===== src/rtl/ecc_fifo_pkg.sv =====
// Opcodes, FSM state encoding and sizing defaults shared by the ECC FIFO dispatcher.
package ecc_fifo_pkg;

  localparam logic [1:0] OP_MUL  = 2'd0;
  localparam logic [1:0] OP_ADD  = 2'd1;
  localparam logic [1:0] OP_SQR  = 2'd2;
  localparam logic [1:0] OP_PASS = 2'd3;

  localparam int DEPTH_DEFAULT = 8;

  typedef enum logic [2:0] {
    ST_IDLE,
    ST_POP,
    ST_LATCH,
    ST_ISSUE,
    ST_WAIT,
    ST_PUSH
  } state_t;

  // Two-operand opcodes take their second operand from FIFO B.
  function automatic logic op_needs_b(input logic [1:0] op);
    return (op == OP_MUL) || (op == OP_ADD);
  endfunction

endpackage


===== src/rtl/fifo_occ_tracker.sv =====
// Saturating occupancy counter that shadows one FIFO from its push/pop strobes.
module fifo_occ_tracker #(
  parameter int DEPTH = 8
) (
  input  logic                   clk,
  input  logic                   rst_n,
  input  logic                   push,
  input  logic                   pop,
  output logic [$clog2(DEPTH):0] count
);

  localparam int CW = $clog2(DEPTH) + 1;
  localparam logic [CW-1:0] FULL = CW'(DEPTH);

  always_ff @(posedge clk or negedge rst_n) begin
    if (!rst_n) begin
      count <= '0;
    end else if (push && !pop && count != FULL) begin
      count <= count + 1'b1;
    end else if (pop && !push && count != '0) begin
      count <= count - 1'b1;
    end
  end

endmodule


===== src/rtl/ecc_fifo_dispatcher.sv =====
// Pops a command plus operands from the FIFO block, runs one AU job at a time
// and pushes the result into FIFO C, tracking FIFO occupancy from the strobes.
module ecc_fifo_dispatcher
  import ecc_fifo_pkg::*;
#(
  parameter int DATA    = 256,
  parameter int DEPTH   = DEPTH_DEFAULT,
  parameter int TIMEOUT = 1023
) (
  input  logic            clk,
  input  logic            rst_n,
  input  logic            wr_en_A,
  input  logic            wr_en_B,
  input  logic            wr_en_D,
  input  logic            rd_en_C_ext,
  output logic            rd_en_A,
  output logic            rd_en_B,
  output logic            rd_en_D,
  input  logic [DATA-1:0] Data_out_A,
  input  logic [DATA-1:0] Data_out_B,
  input  logic [DATA-1:0] Data_out_D,
  output logic            wr_en_C,
  output logic [DATA-1:0] Data_in_C,
  output logic            au_start,
  output logic [1:0]      au_op,
  output logic [DATA-1:0] au_a,
  output logic [DATA-1:0] au_b,
  input  logic            au_done,
  input  logic [DATA-1:0] au_result,
  output logic            busy,
  output logic            err_timeout
);

  localparam int CW = $clog2(DEPTH) + 1;
  localparam int TW = $clog2(TIMEOUT + 1);
  localparam logic [CW-1:0] FULL   = CW'(DEPTH);
  localparam logic [TW-1:0] T_LAST = TW'(TIMEOUT - 1);

  state_t          state_reg;
  logic [TW-1:0]   timer_reg;
  logic [3:0]      push_v;
  logic [3:0]      pop_v;
  logic [CW-1:0]   occ [4];
  logic            ready;
  logic            room_c;
  logic            d_unused;

  // Tracker index: 0 = A, 1 = B, 2 = D, 3 = C.
  assign push_v = {wr_en_C, wr_en_D, wr_en_B, wr_en_A};
  assign pop_v  = {rd_en_C_ext, rd_en_D, rd_en_B, rd_en_A};

  generate
    for (genvar gi = 0; gi < 4; gi++) begin : g_occ
      fifo_occ_tracker #(.DEPTH(DEPTH)) u_occ (
        .clk   (clk),
        .rst_n (rst_n),
        .push  (push_v[gi]),
        .pop   (pop_v[gi]),
        .count (occ[gi])
      );
    end
  endgenerate

  // The opcode is unknown until D is popped, so B is always required and consumed.
  assign ready    = (occ[0] != '0) && (occ[1] != '0) && (occ[2] != '0);
  // A same-cycle downstream pop frees a slot in C in time for our push.
  assign room_c   = (occ[3] != FULL) || rd_en_C_ext;
  assign busy     = (state_reg != ST_IDLE);
  assign d_unused = ^Data_out_D[DATA-1:2];

  always_ff @(posedge clk or negedge rst_n) begin
    if (!rst_n) begin
      state_reg   <= ST_IDLE;
      timer_reg   <= '0;
      rd_en_A     <= 1'b0;
      rd_en_B     <= 1'b0;
      rd_en_D     <= 1'b0;
      wr_en_C     <= 1'b0;
      au_start    <= 1'b0;
      au_op       <= '0;
      au_a        <= '0;
      au_b        <= '0;
      Data_in_C   <= '0;
      err_timeout <= 1'b0;
    end else begin
      rd_en_A  <= 1'b0;
      rd_en_B  <= 1'b0;
      rd_en_D  <= 1'b0;
      au_start <= 1'b0;
      wr_en_C  <= 1'b0;
      case (state_reg)
        ST_IDLE: begin
          if (ready) begin
            rd_en_A   <= 1'b1;
            rd_en_B   <= 1'b1;
            rd_en_D   <= 1'b1;
            state_reg <= ST_POP;
          end
        end
        ST_POP: begin
          state_reg <= ST_LATCH;
        end
        ST_LATCH: begin
          au_op     <= Data_out_D[1:0];
          au_a      <= Data_out_A;
          au_b      <= op_needs_b(Data_out_D[1:0]) ? Data_out_B : '0;
          au_start  <= 1'b1;
          state_reg <= ST_ISSUE;
        end
        ST_ISSUE: begin
          timer_reg <= '0;
          state_reg <= ST_WAIT;
        end
        ST_WAIT: begin
          if (au_done) begin
            Data_in_C <= au_result;
            wr_en_C   <= room_c;
            state_reg <= ST_PUSH;
          end else if (timer_reg == T_LAST) begin
            err_timeout <= 1'b1;
            state_reg   <= ST_IDLE;
          end else begin
            timer_reg <= timer_reg + 1'b1;
          end
        end
        ST_PUSH: begin
          // wr_en_C high here means the push has just been issued.
          if (wr_en_C) begin
            state_reg <= ST_IDLE;
          end else begin
            wr_en_C <= room_c;
          end
        end
        default: begin
          state_reg <= ST_IDLE;
        end
      endcase
    end
  end

endmodule


===== config.mk =====
export PLATFORM = sky130hd
export DESIGN_NAME = ecc_fifo_dispatcher
export DESIGN_NICKNAME = d
export VERILOG_FILES = /design/src/rtl/ecc_fifo_pkg.sv /design/src/rtl/fifo_occ_tracker.sv /design/src/rtl/ecc_fifo_dispatcher.sv
export SDC_FILE = /design/constraint.sdc
export NUM_CORES = 1
export LEC_CHECK = 0
export ABC_CLOCK_PERIOD_IN_PS = 5300
export CAP_MARGIN = 30
export CORE_AREA = 2 2 712 714
export CTS_BUF_LIST = sky130_fd_sc_hd__clkbuf_16
export DETAILED_ROUTE_END_ITERATION = 10
export DIE_AREA = 0 0 714 716
export GPL_ROUTABILITY_DRIVEN = 0
export PLACE_DENSITY = 0.3
export SETUP_SLACK_MARGIN = 0.15
export SYNTH_ARGS = -nofsm -noshare
export SYNTH_HDL_FRONTEND = slang
export SYNTH_SLANG_ARGS = --single-unit

===== constraint.sdc =====
create_clock -name clk -period 5.3 [get_ports clk]
set_input_delay 0.53 -clock clk [delete_from_list [all_inputs] [get_ports clk]]
set_output_delay 0.53 -clock clk [all_outputs]
set_load 0.02 [all_outputs]

==> flow_summary.toml, run 1 <==
[clocking]
post_cts.repair.setup_buffers = 0
cts_hold_repair.buffers = 3
clk_pin_slew_worst_paths_ns = 0.06
tritoncts = "yes"
cts_root_buffer = "clkbuf_16"
cts_htree_levels = 3
cts_buffers = 125
cts_resized = 0
number_of_sinks_handled_by_clock_tree_synthesis = 803
max-clock-path-buffers = 4
clk-insertion-delay-late_ns = 0.94

[die]
floorplan.die_area_sq_mm = 0.511
die_w_um = 714
io_pins = 1808
core_region_sq_mm = 0.504
rows = 261
initial_utilization = 0.0631
fp.dieH_um = 716

[critical_path]
worstPathArrival_ns = 2.39
reg2reg_from = "state_reg[1]$_DFFE_PN0P_"
worstSetupEndpointType = "output port"
required_time_reported_for_the_critical_path_endpoint_ns = 4.77
cp-startpoint = "state_reg[0]$_DFFE_PN0P_"
setup.worst_path.start_class = "register"
worstPathMaxFanout = 12
worst-setup-path-type = "register to output port"

[final_layout]
reg_top3 = "Data_in_C: 256 flops, au_a: 256 flops, au_b: 256 flops"
drive_gt1_frac = 0.102
final.fill_count = 57500
ff_latch_area_sq_mm = 0.0201
synthToLayoutAreaGrowth_pct = 87.0
layout.cells.non_filler = 11300
final_nets = 5525
multi_input_area_sq_mm = 0.0108

[global_route]
grt_remaining_overflow = 0
largest_net_degree_at_the_start_of_global_routing = 144
grt_first_pass_wirelength_mm = 340
grt_antenna_before_repair = 166
via_count_of_the_first_global_routing_pass = 30600
grt_use_total = 0.101

[synthesis]
ys_warn_count = 0
postSynthCellCount = 2929
post-synth-top-area-fraction = 0.632
async_flop_share = 1.00
synth_commonest_cells = "1297 x nand2_1, 803 x dfrtp_1, 257 x nand3b_1, 236 x mux2_2, 94 x buf_2"
synthesized_area_divided_by_synthesized_cell_count_sq_um = 10.8
synth_area_sq_mm = 0.0318
synth.distinct_cells = 48
synth_most_common_cell = "nand2_1"
synth_enable_flop_cells = 0
yosys.area.top_type = "dfrtp_1"
synth_seq_cells = 803
synth.net_count = 3974
synth_area_leaders = "dfrtp_1 63%, nand2_1 15%, mux2_2 8.4%, nand3b_1 6.1%, buf_2 1.5%"
ys_seq_area_frac = 0.632
yosys_most_used_dff = "dfrtp_1"

[timing]
relSlewSlack = -0.0120
final.setup.tns_ns = 0
fmaxAchievable_mhz = 342
finalCriticalPeriod_ns = 2.92
final_min_period_over_clock_period = 0.551
count_of_final_max_slew_check_failures = 52
fin_skew_ns = 0.121
grt_setup_unrepaired = "no"
tightestPinTransition_ns = 1.52
finalHoldViolations = 0
setup_violations = 0

[drt]
post-route-drc-count = 0
drt.antenna.violating_nets = 0
dr_total_vias = 28900
wire_per_inst_um = 23.8
viasPerCell = 2.55
drt-pass1-iter-count = 5
drt-total-wl_mm = 270
drt_first_iter_violations = 1341

[placed_design]
dpl.hpwl_mm = 222
buffer_ports.inserted = 1553
place.detailed.instances = 11100

[outcome]
failed_checks = "slew limit"
run_status = "finished, violations left"

[power]
power_density_cells_mw_per_mm2 = 642
ir_drop_mv = 0.350
p_leak_nw = 24.2

[worst_hold_path]
min-delay-start = "Data_out_B[134]"
holdCritPathClass = "primary input to register"

[flow_run]
maxCapViolCount = 0
-- area by class of cell --
| cell class | instances | share of cell area |
|---|---|---|
| flip-flops and latches | 803 | 0.338 |
| repair buffers | 1599 | 0.271 |
| multi-input cells | 1941 | 0.181 |
| well taps | 6706 | 0.141 |
| clock buffers | 125 | 0.0527 |
| clock inverters | 98 | 0.0134 |
| diodes | 37 | 0.00156 |
| inverters | 10 | 0.000758 |
-- per-stage QoR --
| stage | setup WS [ns] | power [mW] | hold slack, ns | area, sq um | utilization |
|---|---|---|---|---|---|
| final | 2.38 | 38.1 | 0.172 | 59400 | 0.118 |
| after global placement | 2.21 | 30.5 | 0.454 | 55300 | 0.110 |
| after global routing | 2.23 | 40.5 | 0.0798 | 59400 | 0.118 |
| after floorplan | 2.96 | 18.4 | 0.234 | 31800 | - |
| after detailed placement | 2.15 | 30.5 | 0.456 | 55400 | 0.110 |
| after CTS | 2.19 | 39.4 | 0.0261 | 59300 | 0.118 |
-- power by group --
part,switching [mW],internal (mW)
clock network,3.55,4.77
registers,2.04,9.09
logic,11.4,7.30
-- per-layer routing --
metal / vias up / routed length [um] / GRT usage
met4: 48 / 11500 / 0.0373
met1: 14400 / 97100 / 0.107
met2: 1269 / 134000 / 0.178
met5: - / 319 / 0
met3: 504 / 27000 / 0.0447
li1: 12600 / - / -
-- cells by family after synthesis --
logic type	Yosys count	share of synthesized area
AOI/OAI and AO/OA	43	0.00965
xor gates and xnor gates	10	0.00276
adders and majority gates	14	0.00646
buffers and inverters	185	0.0293
DFF	803	0.632
muxes	270	0.0962
and+or+nand+nor	1604	0.223
-- path summary, 6_finish.rpt --
path	end	slack (ns)	cells after the start
setup / recovery	busy	2.38	2
hold / removal	au_b[134]$_DFFE_PN0P_	0.17	3
setup reg to reg	Data_in_C[250]$_DFFE_PN0P_	2.66	5
hold reg to reg	au_b[173]$_DFFE_PN0P_	0.47	2
max in group asynchronous	Data_in_C[129]$_DFFE_PN0P_	3.39	3
min in group asynchronous	Data_in_C[111]$_DFFE_PN0P_	0.26	2
-- cell usage in the layout, fill, tap and decap left out, types with 7 or more instances in the layout --
cell type and n:
nor2_1 9, ha_1 10, clkinv_2 21, buf_12 14
mux2_2 236, mux2_1 28, clkinv_1 25, a21oi_1 8
nand2_1 1297, xor2_1 8, inv_1 31, clkdlybuf4s50_1 1551
buf_4 28, clkbuf_16 125, nand3b_1 257, dfrtp_1 803
diode_2 37, clkinvlp_4 10, bufinv_16 11, nand3_1 7
-- worst max-delay path: stages (launching register included) --
cell and delay [ns]:
dfrtp_1 0.55, or3_1 0.43, clkdlybuf4s50_1 0.59
No activity file was read; power rests on OpenSTA's default activity.
==> run 2, diff against run 1 <==
ABC_CLOCK_PERIOD_IN_PS = 2700   (was 5300)
CORE_AREA = 2 2 696 698   (was 2 2 712 714)
DIE_AREA = 0 0 698 700   (was 0 0 714 716)
clock period = 2.7 ns   (was 5.3 ns; I/O delays follow)
==> run 2 against run 1 <==
The flow now finishes without violations. Critical endpoint is now g_occ[3].u_occ.count[3]$_DFFE_PN0P_. Die area fell by 4.4%. Hold slack got worse by 0.076 ns. Combinational power up 110%. First-iteration DRC count grew 8.7%. Clock power grew 98%. Utilization rose by 2.1 points. Sequential power grew 93%. Non-clock buffer count grew 734. Global-route usage grew 2.3 points. Sequential cell count is the same. Highest routed layer unchanged. Sequential share of layout area is 3.7 points lower. Clock-buffer cell count shrank 1.
==> flow_summary.toml, run 2 (synthesis gave the netlist of run 1 again) <==
[timing]
fmaxAchievable_mhz = 409
fin_skew_ns = 0.0670
finalCriticalPeriod_ns = 2.44
setup_violations = 0
tightestPinTransition_ns = 1.01
grt_setup_unrepaired = "no"
count_of_final_max_slew_check_failures = 0
final.setup.tns_ns = 0
layout_setup_ws_ns = 0.256
finalHoldViolations = 0
relSlewSlack = 0.323
final_min_period_over_clock_period = 0.905

[global_route]
via_count_of_the_first_global_routing_pass = 34000
grt_use_total = 0.125
grt_antenna_before_repair = 345
grt_first_pass_wirelength_mm = 394
largest_net_degree_at_the_start_of_global_routing = 99
grt_remaining_overflow = 0

[critical_path]
worst_path_largest_cell_delay_ns = 0.58
worst-setup-path-type = "register to register"
required_time_reported_for_the_critical_path_endpoint_ns = 3.40
critPathBufInv = 0
worstPathArrival_ns = 3.15
worstPathMaxFanout = 4
setup.worst_path.start_class = "register"
worstSetupEndpointType = "register"
path_cells = "or4b_1 > nand2_2 > ha_1 > a21o_1 > a21oi_1 > mux4_2"
cp_slowest_cell = "or4b_1"
critical-path-top-delay-family = "simple AND/OR/NAND/NOR gates"

[die]
die_w_um = 698
rows = 255
fp.dieH_um = 700
initial_utilization = 0.0660
floorplan.die_area_sq_mm = 0.489
io_pins = 1808
core_region_sq_mm = 0.481

[drt]
dr_total_vias = 32400
viasPerCell = 2.74
drt-total-wl_mm = 316
drt-pass1-iter-count = 8
drt.antenna.violating_nets = 0
wire_per_inst_um = 26.7
drt_first_iter_violations = 1458
post-route-drc-count = 0

[power]
switchingPower_mw = 34.4
sequentialPowerShare = 0.278
p_leak_nw = 27.7
switching_share = 0.447
ir_drop_mv = 0.525
cellInternalPower_mw = 42.6
power_density_cells_mw_per_mm2 = 1150
power.share.clock = 0.214
combinational_group_share_of_total_power = 0.508

[final_layout]
final_common_cell = "clkdlybuf4s50_1"
finish.instance_area_sq_mm = 0.0668
most-common-layout-cells = "1457 x clkdlybuf4s50_1, 1296 x nand2_1, 802 x dfrtp_1"
synthToLayoutAreaGrowth_pct = 110
drive_gt1_frac = 0.101
final_nets = 6258
reg_top3 = "Data_in_C: 256 flops, au_a: 256 flops, au_b: 256 flops"

[clocking]
clk-insertion-delay-late_ns = 0.89
clk_pin_slew_worst_paths_ns = 0.06
cts_htree_levels = 3
post_cts.repair.setup_buffers = 0
number_of_sinks_handled_by_clock_tree_synthesis = 803
tritoncts = "yes"
max-clock-path-buffers = 4
cts_root_buffer = "clkbuf_16"
cts_buffers = 124

[placed_design]
buffer_ports.inserted = 1553
preCtsSetupSlack_ns = 0.200
post_dp_cell_area_sq_mm = 0.0558
dpl.hpwl_mm = 272

[flow_run]
maxCapViolCount = 0

[outcome]
run_status = "finished, final reports clean"

[worst_hold_path]
holdCritPathClass = "primary input to register"
-- run 2: changes by cell type in the layout (fill, tap and decap cells not counted), sizes merged --
cell,change
inv,-2
dlymetal6s2s,+3
clkdlybuf4s50,-94
buf,+72
dlygate4sd3,+671
clkinv,+3
dlygate4sd2,+81
clkinvlp,-7
diode,+63
bufinv,+4
-- run 2: cell type report --
type,instances,area (sq um)
well taps,6425,8040
repair buffers,2333,23600
clock buffers,124,3100
flip-flops and latches,803,20100
multi-input cells,1941,10800
inverters,10,45.0
clock inverters,96,865
fillers,54700,414000
diodes,100,250
-- run 2: tightest hold or removal path, stage by stage --
cell             delay (ns)
clkdlybuf4s50_1        0.42
nand3b_1               0.13
nand2_1                0.07
-- run 2: worst paths after layout --
check,start,endpoint,slack [ns],cells after the start
worst max-delay path,g_occ[3].u_occ.count[0]$_DFFE_PN0P_,g_occ[3].u_occ.count[3]$_DFFE_PN0P_,0.26,6
worst min-delay path,Data_out_B[81],au_b[81]$_DFFE_PN0P_,0.1,3
worst max register to register,g_occ[3].u_occ.count[0]$_DFFE_PN0P_,g_occ[3].u_occ.count[3]$_DFFE_PN0P_,0.26,6
worst min register to register,au_b[108]$_DFFE_PN0P_,au_b[108]$_DFFE_PN0P_,0.46,2
max in group asynchronous,rst_n,Data_in_C[121]$_DFFE_PN0P_,1.81,4
min in group asynchronous,rst_n,au_a[8]$_DFFE_PN0P_,0.28,3
-- run 2: power groups by stage --
stage                     registers, mW  clock network (mW)  logic [mW]
after global routing               22.2                17.7        41.8
final                              21.4                16.5        39.1
after floorplan                    27.8                   0        8.42
after detailed placement           21.6                   0        40.1
after CTS                          21.5                17.3        41.1
after global placement             21.5                   0        40.1
-- run 2: timing repair --
item / in CTS / in global routing
resized for setup: 82 / 4
hold buffers: 675 / 0
endpoints found under the hold margin: 1057 / 0
endpoints found under the setup margin: 81 / 4
-- run 2: stage by stage --
step                      total power, mW  hold slack [ns]   util  std cells
after floorplan                      36.2          -0.0256      -       2929
after global placement               61.6            0.287  0.116      10800
after detailed placement             61.7            0.289  0.116      10800
after CTS                            79.9         0.000893  0.138      11700
after global routing                 81.7           0.0262  0.138      11800
final                                77.0           0.0959  0.139      11800
-- run 2: routing by layer --
| metal | GRT usage | wire (um) | vias up |
|---|---|---|---|
| met5 | 0 | 1140 | - |
| met4 | 0.0298 | 9110 | 178 |
| met3 | 0.0597 | 33200 | 569 |
| met2 | 0.216 | 152000 | 1491 |
| met1 | 0.137 | 120000 | 16000 |
| li1 | - | - | 14200 |
==> edit 1: new RTL, flow settings as in run 2 <==
Register the output `au_a` once more, with the module's reset; this adds one clock of latency there. The other outputs are not delayed to match.
--- a/src/rtl/ecc_fifo_dispatcher.sv
+++ b/src/rtl/ecc_fifo_dispatcher.sv
@@ -35,6 +35,8 @@
   localparam int TW = $clog2(TIMEOUT + 1);
   localparam logic [CW-1:0] FULL   = CW'(DEPTH);
   localparam logic [TW-1:0] T_LAST = TW'(TIMEOUT - 1);
+
+  logic [DATA-1:0] au_a_s0;
 
   state_t          state_reg;
   logic [TW-1:0]   timer_reg;
@@ -78,7 +80,7 @@
       wr_en_C     <= 1'b0;
       au_start    <= 1'b0;
       au_op       <= '0;
-      au_a        <= '0;
+      au_a_s0     <= '0;
       au_b        <= '0;
       Data_in_C   <= '0;
       err_timeout <= 1'b0;
@@ -102,7 +104,7 @@
         end
         ST_LATCH: begin
           au_op     <= Data_out_D[1:0];
-          au_a      <= Data_out_A;
+          au_a_s0   <= Data_out_A;
           au_b      <= op_needs_b(Data_out_D[1:0]) ? Data_out_B : '0;
           au_start  <= 1'b1;
           state_reg <= ST_ISSUE;
@@ -138,5 +140,13 @@
     end
   end
 
+  always_ff @(posedge clk or negedge rst_n) begin
+    if (!rst_n) begin
+      au_a <= '0;
+    end else begin
+      au_a <= au_a_s0;
+    end
+  end
+
 endmodule
 
Behaviour: no difference found for any inputs over 4 cycles, from zero or initial values and one cycle with rst_n low; that may be too few to reach the edited logic, so the function may still have changed.
==> edit 1 against run 2 <==
- final area increased by 9.9%
- setup slack improved by 0.017 ns
- clock power increased by 22%
- sequential power increased by 33%
- critical path type is now reg -> out
- maximum frequency increased by 0.70%
- area after synthesis increased by 20%
- synthesized cell count increased by 8.7%
- total power increased by 12%
- count of clock-buffer cells in the layout increased by 31
- global-route usage decreased by 0.80 points
- wire length decreased by 6.8%
- sequential cell count increased by 256
==> edit 1: results (changes against run 2) <==
| Metric | Value |
|---|---|
| Post-detail-place hpwl | `246 mm (was 272 mm)` |
| Post-Syn Area per Cell | `12.0 um^2 (was 10.8 um^2)` |
| Worst VDD drop | `0.000632 V (was 0.000525 V)` |
| Synth Area in XOR/XNOR | `0.229% (was 0.276%)` |
| Critical path data arrival time | `2.16 ns (was 3.15 ns)` |
| GRT Util Overall | `11.7% (was 12.5%)` |
| Routed WL | `295 mm (was 316 mm)` |
| Status | `finished clean (unchanged)` |
| First-pass GRT wire length | `379 mm (was 394 mm)` |
| Vias in the first global route | `36200 (was 34000)` |
| Iteration-0 DRC Markers | `1479 (was 1458)` |
| Synth Area in Compound Gates | `0.803% (was 0.965%)` |
| Register area share after synthesis | `69.4% (was 63.2%)` |
| Largest net degree at the start of global routing | `124 (was 99)` |
| Clk_lat worst skew | `0.86 ns (was 0.89 ns)` |
| Met3 usage | `4.35% (was 5.97%)` |
| GR Layer Usage met1 | `11.4% (was 13.7%)` |
| Met3 Wirelength | `24.6 mm (was 33.2 mm)` |
| Largest stage delay on the critical path | `0.71 ns (was 0.58 ns)` |
| CTS Buf Count | `155 (was 124)` |
| DP Cell Count | `11100 (was 10800)` |
| Crit-path slowest cell | `clkdlybuf4s50_1 (was or4b_1)` |
| M1 WL | `99.0 mm (was 120 mm)` |
| Clock Skew | `0.0515 ns (was 0.0670 ns)` |
| Cell family contributing the most delay on the critical path | `buffers and inverters (was simple AND/OR/NAND/NOR gates)` |
| First-pass DRT Iterations | `5 (was 8)` |
| Fin cells | `12100 (was 11800)` |
| Post-synthesis mux area share | `8.01% (was 9.62%)` |
| Pleak | `0.0312 uW (was 0.0277 uW)` |
| H-Tree Depth | `4 (was 3)` |
## edit 1: cell types whose count changed after synthesis, moves of 4 or more
cell / run 2 / this run
buf_2: 94 / 98
clkbuf_1: 42 / 47
mux2_1: 28 / 68
buf_1: 7 / 2
mux2_2: 236 / 196
dfrtp_1: 803 / 1059
buf_4: 32 / 28
## edit 1: where the power goes
part           total, uW  internal, uW  switching, uW
Sequential         28500         23500           4980
Clock              20100         11500           8570
Combinational      37500         15100          22400
Total              86100         50100          35900
## edit 1: final timing paths
kind                                          from                 endpoint  slack, ns  depth (start not counted)
max in group asynchronous                    rst_n           Data_in_C[114]       0.99                          4
max                                        au_b[9]                  au_b[9]       0.27                          1
min in group asynchronous                    rst_n                 au_b[79]       0.58                          3
max reg2reg                g_occ[3].u_occ.count[1]  g_occ[3].u_occ.count[3]       0.28                          6
min                                Data_out_B[128]                au_b[128]       0.09                          3
min reg2reg                           au_a_s0[115]                au_a[115]       0.36                          0
## edit 1: kinds of logic after synthesis
kind of cell,Yosys count
and+or+nand+nor,1604
DFF,1059
muxes,270
buffers and inverters,185
AOI/OAI and AO/OA,43
adders and majority gates,14
xor gates and xnor gates,10
## edit 1: area by class of cell
cell class | instances | area (um^2)
multi-input cells | 1941 | 10800
inverters | 10 | 45.0
clock inverters | 113 | 952
diodes | 86 | 215
fillers | 54000 | 408000
repair buffers | 2278 | 23000
well taps | 6425 | 8040
clock buffers | 155 | 3880
flip-flops and latches | 1059 | 26500
## edit 1: what timing repair did
action | CTS | global route
pin swaps | 0 | 0
hold buffers | 600 | 0
endpoints found under the hold margin | 956 | 0
resized for setup | 70 | 14
setup endpoints to repair | 69 | 17
==> edit 2: new RTL, settings of run 2 <==
Without the edit above. Set the parameter `TIMEOUT` to 4092 (it was 1023).
--- a/src/rtl/ecc_fifo_dispatcher.sv
+++ b/src/rtl/ecc_fifo_dispatcher.sv
@@ -5,7 +5,7 @@
 #(
   parameter int DATA    = 256,
   parameter int DEPTH   = DEPTH_DEFAULT,
-  parameter int TIMEOUT = 1023
+  parameter int TIMEOUT = 4092
 ) (
   input  logic            clk,
   input  logic            rst_n,
Behaviour: same outputs for any inputs over 4 cycles, from zero or initial values and one cycle with rst_n low; that may be too few to reach the edited logic, so the function may still have changed.
==> edit 2 against run 2 <==
- setup slack got worse by 0.025 ns
- maximum frequency decreased by 1.0%
- area after synthesis is 0.34% higher
- sequential power shrank 2%
- utilization fell by 0.14 points
- final area decreased by 1.0%
- register-to-register slack better by 0.05 ns
- non-clock buffer count fell by 29
- total power down 4.8%
- wire length increased by 0.63%
- final cell count fell by 0.43%
- first-iteration DRC count down 4.6%
- sequential cell count increased by 2
- clock skew is 0.024 ns lower
- critical path type is now reg -> out
- critical endpoint is now Data_in_C[59]
- largest power group unchanged
==> edit 2: results (changes against run 2) <==
| Metric | Value |
|---|---|
| Status | `finished clean (unchanged)` |
| Initial antenna violation count | `262 (was 345)` |
| Layout net count | `6244 (was 6258)` |
| Register-to-Register Setup Slack | `0.31 ns (was 0.26 ns)` |
| Vias in the first global route | `33900 (was 34000)` |
| Seq pwr share | `28.5% (was 27.8%)` |
| Fillers | `54800 (was 54700)` |
| Critical path data arrival time | `2.20 ns (was 3.15 ns)` |
| Crit path max fanout | `2 (was 4)` |
| FF-to-FF End | `g_occ[1].u_occ.count[3] (was g_occ[3].u_occ.count[3])` |
| Leading post-synthesis cells by cell area | `dfrtp_1, nand2_1, mux2_2 (unchanged)` |
| PortBufs | `1553 (unchanged)` |
| # hold bufs at CTS | `645 (was 675)` |
| Largest stage delay on the critical path | `0.95 ns (was 0.58 ns)` |
| Synth Area in Compound Gates | `1.13% (was 0.965%)` |
| DP Cell Count | `10900 (was 10800)` |
| Reg2Reg Depth | `7 (was 6)` |
| Register area share after synthesis | `63.2% (about the same)` |
| Syn_nets | `3998 (was 3974)` |
| Wire per inst | `27.0 um (was 26.7 um)` |
| Met3 Wirelength | `29.3 mm (was 33.2 mm)` |
| Hold Crit Start | `au_result[3] (was Data_out_B[81])` |
| First-pass GRT wire length | `395 mm (was 394 mm)` |
| Crit. Startpoint | `Data_in_C[59] (was g_occ[3].u_occ.count[0])` |
| Hold path cells | `2 (was 3)` |
| Crit-path slowest cell | `clkdlybuf4s50_1 (was or4b_1)` |
| CTS Buf Count | `120 (was 124)` |
| Largest net degree at the start of global routing | `119 (was 99)` |
| PostCTS Resize Cnt | `116 (was 82)` |
| GR Util met2 | `24.0% (was 21.6%)` |
| Synth Area in XOR/XNOR | `0.247% (was 0.276%)` |
| FF-to-FF Start | `g_occ[1].u_occ.count[0] (was g_occ[3].u_occ.count[0])` |
| Top_reg_cell synth | `dfrtp_1 (unchanged)` |
| GR Layer Usage met1 | `11.5% (was 13.7%)` |
| GRT Util Overall | `12.6% (was 12.5%)` |
| Met3 usage | `5.26% (was 5.97%)` |
| Hold Path Sink | `Data_in_C[3] (was au_b[81])` |
| Tightest Pin Transition | `0.854 ns (was 1.01 ns)` |
| Synth Area in Adders | `0.604% (was 0.646%)` |
| First-pass DRT Iterations | `5 (was 8)` |
| Clock Skew | `0.0428 ns (was 0.0670 ns)` |
| P_clk | `16100 uW (was 16500 uW)` |
| Sequential cell power | `20900 uW (was 21400 uW)` |
| Clk_lat worst skew | `0.91 ns (was 0.89 ns)` |
| CP Capture Point | `Data_in_C[59] (was g_occ[3].u_occ.count[3])` |
| Iteration-0 DRC Markers | `1391 (was 1458)` |
| Library cells used by synthesis | `52 (was 48)` |
| Switching pwr | `32600 uW (was 34400 uW)` |
| Post-detail-place hpwl | `274 mm (was 272 mm)` |
| Worst VDD drop | `0.000590 V (was 0.000525 V)` |
| DR vias | `32400 (about the same)` |
| Pleak | `0.0277 uW (about the same)` |
==> edit 2: changes by cell type after synthesis, moves of 4 or more <==
cell      change
o21ai_0       +5
buf_4        -25
mux2_2       +29
nor2_1        -6
mux2i_1       -4
buf_2        -84
nand3_1       +6
buf_6        +21
a31oi_1       +4
mux2_1       -28
nand2_1       +6
clkbuf_1     +93
==> edit 2: layout make-up <==
cell class / instances / share of cell area (%)
Timing Repair Buffer: 2304 / 34.8
Sequential cell: 805 / 30.5
Multi-Input combinational cell: 1958 / 16.4
Tap cell: 6425 / 12.2
Clock buffer: 121 / 4.58
Clock inverter: 88 / 1.19
Antenna cell: 69 / 0.261
Inverter: 11 / 0.0739
==> edit 2: stage by stage <==
step | area [um^2] | hold WS (ns) | setup WS (ns)
after floorplan | 31900 | -0.0256 | 0.458
after global placement | 55700 | 0.290 | 0.0459
after detailed placement | 55700 | 0.296 | 0.171
after CTS | 65900 | 0.00684 | 0.106
after global routing | 66000 | 0.0403 | 0.142
final | 66100 | 0.0907 | 0.231
